<file path="config.mk">
export PLATFORM = sky130hd
export DESIGN_NAME = serial_subtractor
export DESIGN_NICKNAME = d
export VERILOG_FILES = /design/src/rtl/serial_subtractor.sv
export SDC_FILE = /design/constraint.sdc
export NUM_CORES = 1
export LEC_CHECK = 0
export CORE_MARGIN = 2
export CORE_UTILIZATION = 45
export DETAILED_ROUTE_END_ITERATION = 10
export GPL_ROUTABILITY_DRIVEN = 0
export PLACE_DENSITY = 0.71
export SLEW_MARGIN = 30
export SYNTH_ARGS = -nofsm -noshare
export SYNTH_HDL_FRONTEND = slang
export SYNTH_SLANG_ARGS = --single-unit
</file>
<file path="constraint.sdc">
create_clock -name clk -period 1.5 [get_ports clk]
set_input_delay 0.15 -clock clk [delete_from_list [all_inputs] [get_ports clk]]
set_output_delay 0.15 -clock clk [all_outputs]
set_load 0.03 [all_outputs]
</file>
<file path="src/rtl/serial_subtractor.sv">
// serial_subtractor: bit-serial, LSB-first subtractor computing D = A - B - Bin.
// One full-subtractor cell and a borrow flip-flop process one bit per clock;
// an operation occupies WIDTH+2 cycles (IDLE accept, WIDTH SHIFT, DONE).
// Optional macro SERIAL_SUB_OVERFLOW_EN adds a signed-overflow output V.
//
// Handshake: start is a request sampled only while the block is IDLE (busy=0);
// the edge that samples start=1 captures A, B and Bin, after which they may
// change freely. busy is high through SHIFT and DONE, and start is ignored
// while busy is high (no queueing). done is a one-cycle pulse in the DONE
// state; D/Bout (and V) are valid from that pulse and hold until the next
// completion or a reset.
module serial_subtractor #(
  parameter int WIDTH = 8
) (
  input  logic             clk,
  input  logic             rst,
  input  logic             start,
  input  logic [WIDTH-1:0] A,
  input  logic [WIDTH-1:0] B,
  input  logic             Bin,
  output logic             busy,
  output logic             done,
  output logic [WIDTH-1:0] D,
  output logic [1:0]       o_dbg_state,
  output logic             Bout
`ifdef SERIAL_SUB_OVERFLOW_EN
  ,
  output logic             V
`endif
);

  localparam int CW = (WIDTH > 2) ? $clog2(WIDTH) : 1;
  localparam logic [CW-1:0] LAST_CNT = CW'(WIDTH - 1);

  typedef enum logic [1:0] {
    S_IDLE  = 2'd0,
    S_SHIFT = 2'd1,
    S_DONE  = 2'd2
  } state_t;

  state_t           r_state;
  state_t           w_state_nxt;
  logic             w_accept;
  logic             w_last;

  logic [WIDTH-1:0] r_a_sh;
  logic [WIDTH-1:0] r_b_sh;
  logic [WIDTH-1:0] r_res_sh;
  logic             r_borrow;
  logic [CW-1:0]    r_cnt;
  logic             r_busy;
  logic             r_done;
  logic [WIDTH-1:0] r_d;
  logic             r_bout;

  logic             w_a;
  logic             w_b;
  logic             w_diff;
  logic             w_borrow_nxt;
  logic [WIDTH-1:0] w_res_nxt;

  // State register
  always_ff @(posedge clk) begin
    if (rst) r_state <= S_IDLE;
    else     r_state <= w_state_nxt;
  end

  // Next-state logic and per-state strobes
  always_comb begin
    w_state_nxt = r_state;
    w_accept    = 1'b0;
    w_last      = 1'b0;
    case (r_state)
      S_IDLE: begin
        if (start) begin
          w_state_nxt = S_SHIFT;
          w_accept    = 1'b1;
        end
      end
      S_SHIFT: begin
        if (r_cnt == LAST_CNT) begin
          w_state_nxt = S_DONE;
          w_last      = 1'b1;
        end
      end
      S_DONE:  w_state_nxt = S_IDLE;
      default: w_state_nxt = S_IDLE;
    endcase
  end

  // Full-subtractor cell on the current LSBs plus the assembled result
  always_comb begin
    w_a          = r_a_sh[0];
    w_b          = r_b_sh[0];
    w_diff       = w_a ^ w_b ^ r_borrow;
    w_borrow_nxt = (~w_a & w_b) | (~(w_a ^ w_b) & r_borrow);
    w_res_nxt    = {w_diff, r_res_sh[WIDTH-1:1]};
  end

  // Datapath: operand capture, bit shifting, result/flag registers
  always_ff @(posedge clk) begin
    if (rst) begin
      r_a_sh   <= '0;
      r_b_sh   <= '0;
      r_res_sh <= '0;
      r_borrow <= 1'b0;
      r_cnt    <= '0;
      r_busy   <= 1'b0;
      r_done   <= 1'b0;
      r_d      <= '0;
      r_bout   <= 1'b0;
    end else begin
      r_busy <= (w_state_nxt != S_IDLE);
      r_done <= (w_state_nxt == S_DONE);
      if (w_accept) begin
        r_a_sh   <= A;
        r_b_sh   <= B;
        r_borrow <= Bin;
        r_res_sh <= '0;
        r_cnt    <= '0;
      end else if (r_state == S_SHIFT) begin
        r_a_sh   <= {1'b0, r_a_sh[WIDTH-1:1]};
        r_b_sh   <= {1'b0, r_b_sh[WIDTH-1:1]};
        r_res_sh <= w_res_nxt;
        r_borrow <= w_borrow_nxt;
        r_cnt    <= r_cnt + CW'(1);
        if (w_last) begin
          r_d    <= w_res_nxt;
          r_bout <= w_borrow_nxt;
        end
      end
    end
  end

`ifdef SERIAL_SUB_OVERFLOW_EN
  logic r_a_msb;
  logic r_b_msb;
  logic r_v;

  // Signed overflow: operand signs differ and result sign differs from A.
  // The result MSB is the bit produced on the last SHIFT edge.
  always_ff @(posedge clk) begin
    if (rst) begin
      r_a_msb <= 1'b0;
      r_b_msb <= 1'b0;
      r_v     <= 1'b0;
    end else begin
      if (w_accept) begin
        r_a_msb <= A[WIDTH-1];
        r_b_msb <= B[WIDTH-1];
      end
      if (w_last) r_v <= (r_a_msb != r_b_msb) && (w_diff != r_a_msb);
    end
  end

  assign V = r_v;
`endif

  assign busy        = r_busy;
  assign done        = r_done;
  assign D           = r_d;
  assign Bout        = r_bout;
  assign o_dbg_state = r_state;

endmodule

</file>
; ---- After elaboration in Yosys (flattened, before gate mapping)
; Index checks and enable logic that the tools add are counted.
[totals]
ff_bits = 41
word_cells = 40
[op_classes]
n_addsub = 1
eq_ne = 3
mux = 13
n_bitwise = 8
n_reduce_logical = 5
[ops]
columns = operator, n
row1 = 8-bit 2-to-1 mux, 4
row2 = 1-bit 2-to-1 mux, 6
row3 = 2-bit 2-to-1 mux, 2
row4 = 2-bit case mux with 2 select lines, 1
row5 = 2-bit nonzero test, 2
row6 = "3-bit by 1-bit adder with 3-bit output, second input constant", 1
row7 = "3-bit equality test, second input constant", 1
row8 = 1-bit inverter, 3
row9 = 3-bit AND reduction, 1
row10 = 1-bit AND, 2
row11 = "2-bit by 1-bit equality test with 1-bit output, second input constant", 1
row12 = "2-bit equality test, second input constant", 1
row13 = 2-bit zero test, 1
row14 = 2-bit OR reduction, 1
row15 = 1-bit bitwise XOR, 2
row16 = 1-bit OR, 1

; ---- Depth between registers and ports, before layout
[logic_depth]
depth_word = 6
depth_mapped = 6
mapped_depth_nobuf = 5

; ---- Least setup slack after synthesis
; Ideal clock, no wire load.
[synth_path]
path_type = reg-to-reg
start = reg r_state[1] (netlist: o_dbg_state[1])
end = reg r_a_sh[2]
setup_time_ps = 122
arrival_ps = 1354
t_required_ps = 1378
path_slack_ps = 24
stages_incl_launch_ff = 6
n_path_buf = 2
synth_period_minus_slack_ps = 1476
path_cell_list = dfxtp_1 nand2b_1 buf_6 nor2_2 buf_6 a221o_1
[synth_between]
elab_chain_len = 3
word_cells_on_any_way = 5
[synth_lines]
columns = item, line_no
row1 = "start, declared", 41  ; state_t r_state;
row2 = "start signal, assigned", 65  ; else r_state <= w_state_nxt;
row3 = 2-bit zero test, 73  ; case (r_state)
row4 = 1-bit 2-to-1 mux, 73
row5 = 8-bit 2-to-1 mux or 2-bit nonzero test (tied branches), --
row6 = "end signal, assigned", 122  ; r_a_sh <= {1'b0, r_a_sh[WIDTH-1:1]};
row7 = "end, declared", 46  ; logic [WIDTH-1:0] r_a_sh;
; Several ways; a longest one is shown, not always the timed one.
; A chain may end at the register's enable or synchronous reset.

; ---- Final worst setup path
[layout_path]
start = reg r_state[0] (netlist: o_dbg_state[0])
end = out o_dbg_state[0]
[layout_rtl]
columns = item, line_no
row1 = "end, declared", 24  ; output logic [1:0] o_dbg_state,
; No word-level cell between the ends.

==> results.yml <==
final_layout:
  final_nets: 226
  n_antenna_cell: 0
  areaGrowthSynthToFinish_pct: 31.66
  final_layout_size_suffix_gt1_share_pct: 13.24
  fin_cells: 250
detailed_routing:
  viasPerCell: 5.172
  firstDrtPassIters: 4
  drc: 0
  ant_nets: 0
  routed_wl_um: 3135
  vias: 1293
  drt-initial-drc-count: 58
  wire_per_inst_um: 12.54
logic_synthesis:
  synth.largest_area_cell: "dfxtp_1"
  synth_top_family_by_area: "compound AO/OA/AOI/OAI gates"
  synth_fa_ha_area_share_pct: 2.908
  yosysSeqAreaShare_pct: 51.70
  synth_compound_area_share_pct: 19.87
  synth.area.top_cells: "dfxtp_1, a221o_1, nand2_1"
  syn_nets: 186
  yosys_register_bits: 40
  synth_top_area_share_pct: 51.70
  synthMuxAreaShare_pct: 0
  synth.cell_area_um2: 1549
  ys_types: 30
  netlist_instances: 163
  yosys.area_share.simple_pct: 19.55
  yosysWarnings: 0
  avgSynthCellArea_um2: 9.503
  synth_xor_xnor_area_share_pct: 0.5654
sta:
  relSlewSlack_pct: 61.66
  drv_slew: 0
  period_share_pct: 93.89
  fmax_ghz: 0.7101
  hold_viol_final: 0
  finalWorstPathRequiredPeriod_ps: 1408
  setup_viol: 0
  worst_slew_pin_slew_ps: 573.6
  rsz0062_at_grt: "yes"
  skew_ps: 13.80
  fin_ws_ps: 91.65
global_routing:
  grt_use_total_pct: 18.08
  antenna_found_initial: 0
  grt_pass1_vias: 1323
  grt_first_pass_wirelength_um: 5658
  grt_max_degree: 14
  overflow: 0
setup_path:
  path_class: "register to primary output"
  cp-start-kind: "register"
  crit_buf_inv: 1
  path_max_fanout: 11
  critical_path_required_ps: 1350
  cp-end-kind: "primary output"
  worstRegToRegCells: 3
  cpMaxStageDelayCell: "dfxtp_2"
  critical_path.top_delay_family: "flip-flops"
  critPathMaxStageDelay_ps: 480
  path_cells: "dlygate4sd2_1"
  crit_cells: 1
  cp.arrival_ps: 1260
status:
  outcome: "complete, no violations"
power_and_ir_drop:
  p_leak_nw: 0.8283
  powerDensity_nw_per_um2: 1031
  peakVddDrop_uv: 540.1
cts:
  numCtsBuffers: 5
  cts.clk_slew.worst_paths_ps: 120
  cts.sinks: 40
  clock-root-buffer: "clkbuf_4"
  clk_path_buf_depth: 2
  cts_tree: "built"
  post_cts_buffers: 0
  hold_buffers: 0
  cts_max_level: 2
  clock_latency_ps: 340
min_path:
  worstHoldPathCells: 3
  hp-class: "primary input to register"
floorplanning:
  core-area_um2: 3311
  die_area_um2: 3928
  ios: 33
  dieHeight_um: 62.67
  die-width_um: 62.67
  initial_core_util_pct: 46.79
  rows: 21
run:
  drv_cap: 0
place:
  pre_cts_ws_ps: -192.8
  dp.cells: 242
  place_hpwl_um: 2445
  io_buffers: 32
report_power, final:
group / switching [mW] / internal, mW / total [mW]
combinational: 0.101 / 0.126 / 0.227
clock: 0.342 / 0.399 / 0.741
sequential: 0.0310 / 1.10 / 1.13
per-layer routing:
metal | part of all wire (%) | GRT usage [%] | wire length, µm
met1 | 43 | 20.71 | 1358
met4 | 2.2 | 7.500 | 68
met2 | 49 | 31.59 | 1540
met3 | 5.4 | 5.045 | 169
met5 | 0 | 0 | 0
cells in the final DEF (no fill, tap or decap), drive strengths merged, types with 2 or more instances in the layout:
master | synthesis | layout
a211oi | 5 | 5
a21oi | 17 | 17
a221o | 11 | 11
a22oi | 2 | 2
and2 | 11 | 11
buf | 10 | 12
clkbuf | 1 | 6
clkdlybuf4s50 | 0 | 19
dfxtp | 40 | 40
dlygate4sd2 | 0 | 12
ha | 2 | 2
inv | 3 | 3
nand2 | 24 | 24
nand2b | 2 | 2
nand3 | 8 | 8
nor2 | 12 | 12
o22ai | 4 | 4
per-stage QoR:
step | total power [mW] | util (%) | setup TNS, ps | hold slack, ps | cell area, µm²
6_report | 2.103 | 61.60 | 0 | 417.4 | 2039
4_1_cts | 2.121 | 61.53 | 0 | 406.2 | 2037
3_3_place_gp | 1.377 | 59.11 | -1295 | 442.5 | 1957
5_1_grt | 2.205 | 61.60 | -7.300 | 411.5 | 2039
2_1_floorplan | 1.282 | - | 0 | 298.3 | 1549
3_5_place_dp | 1.386 | 59.11 | -2117 | 448.5 | 1957
state kept, by name, summed over array words and instances (netlist names):
register	cells
r_borrow	1
r_res_sh	7
r_a_sh	8
D	8
r_b_sh	8
r_cnt	3
busy	1
Bout	1
done	1
o_dbg_state	2
logic make-up after synthesis:
| group | after synthesis |
|---|---|
| buffers and inverters | 14 |
| and+or+nand+nor | 62 |
| AOI/OAI and AO/OA | 43 |
| adders and majority gates | 3 |
| DFF | 40 |
| xor gates and xnor gates | 1 |
layout make-up:
cell class	count	area [µm²]
Clock buffer	6	51.30
Clock inverter	2	38.79
Fill cell	316	1271
Inverter	3	11.26
Multi-Input combinational cell	109	666.9
Sequential cell	40	803.3
Tap cell	46	57.56
Timing Repair Buffer	44	410.4
path summary, 6_finish.rpt:
check	start	to	slack (ps)
worst max-delay path	o_dbg_state[0]$_SDFF_PP0_	o_dbg_state[0]	90
worst max register to register	o_dbg_state[0]$_SDFF_PP0_	r_a_sh[1]$_SDFFE_PP0P_	150
worst min register to register	D[3]$_SDFFE_PP0P_	D[3]$_SDFFE_PP0P_	460
worst min-delay path	A[7]	r_a_sh[7]$_SDFFE_PP0P_	420
timing repair:
action,in CTS,in global routing
setup endpoints to repair,23,2
pin swaps,0,0
resized for setup,15,1
synthesized netlist by cell type:
library cell  number
nor2_2             1
nor3b_1            1
buf_2              4
a211oi_1           5
dfxtp_1           40
fa_1               1
and2_1            11
a21oi_1           17
nand3b_1           1
clkbuf_1           1
nor4b_2            1
ha_1               2
a311oi_1           1
xnor2_1            1
a221o_1           11
inv_1              3
nand3_1            8
o22ai_1            4
a22oi_1            2
o21ba_2            1
a221oi_1           1
nand2b_1           2
and2b_1            1
o21bai_1           1
buf_6              3
buf_1              2
nand2_1           24
or2_2              1
nor2_1            11
buf_4              1
Note: power is estimated with default switching activity, not from simulation.
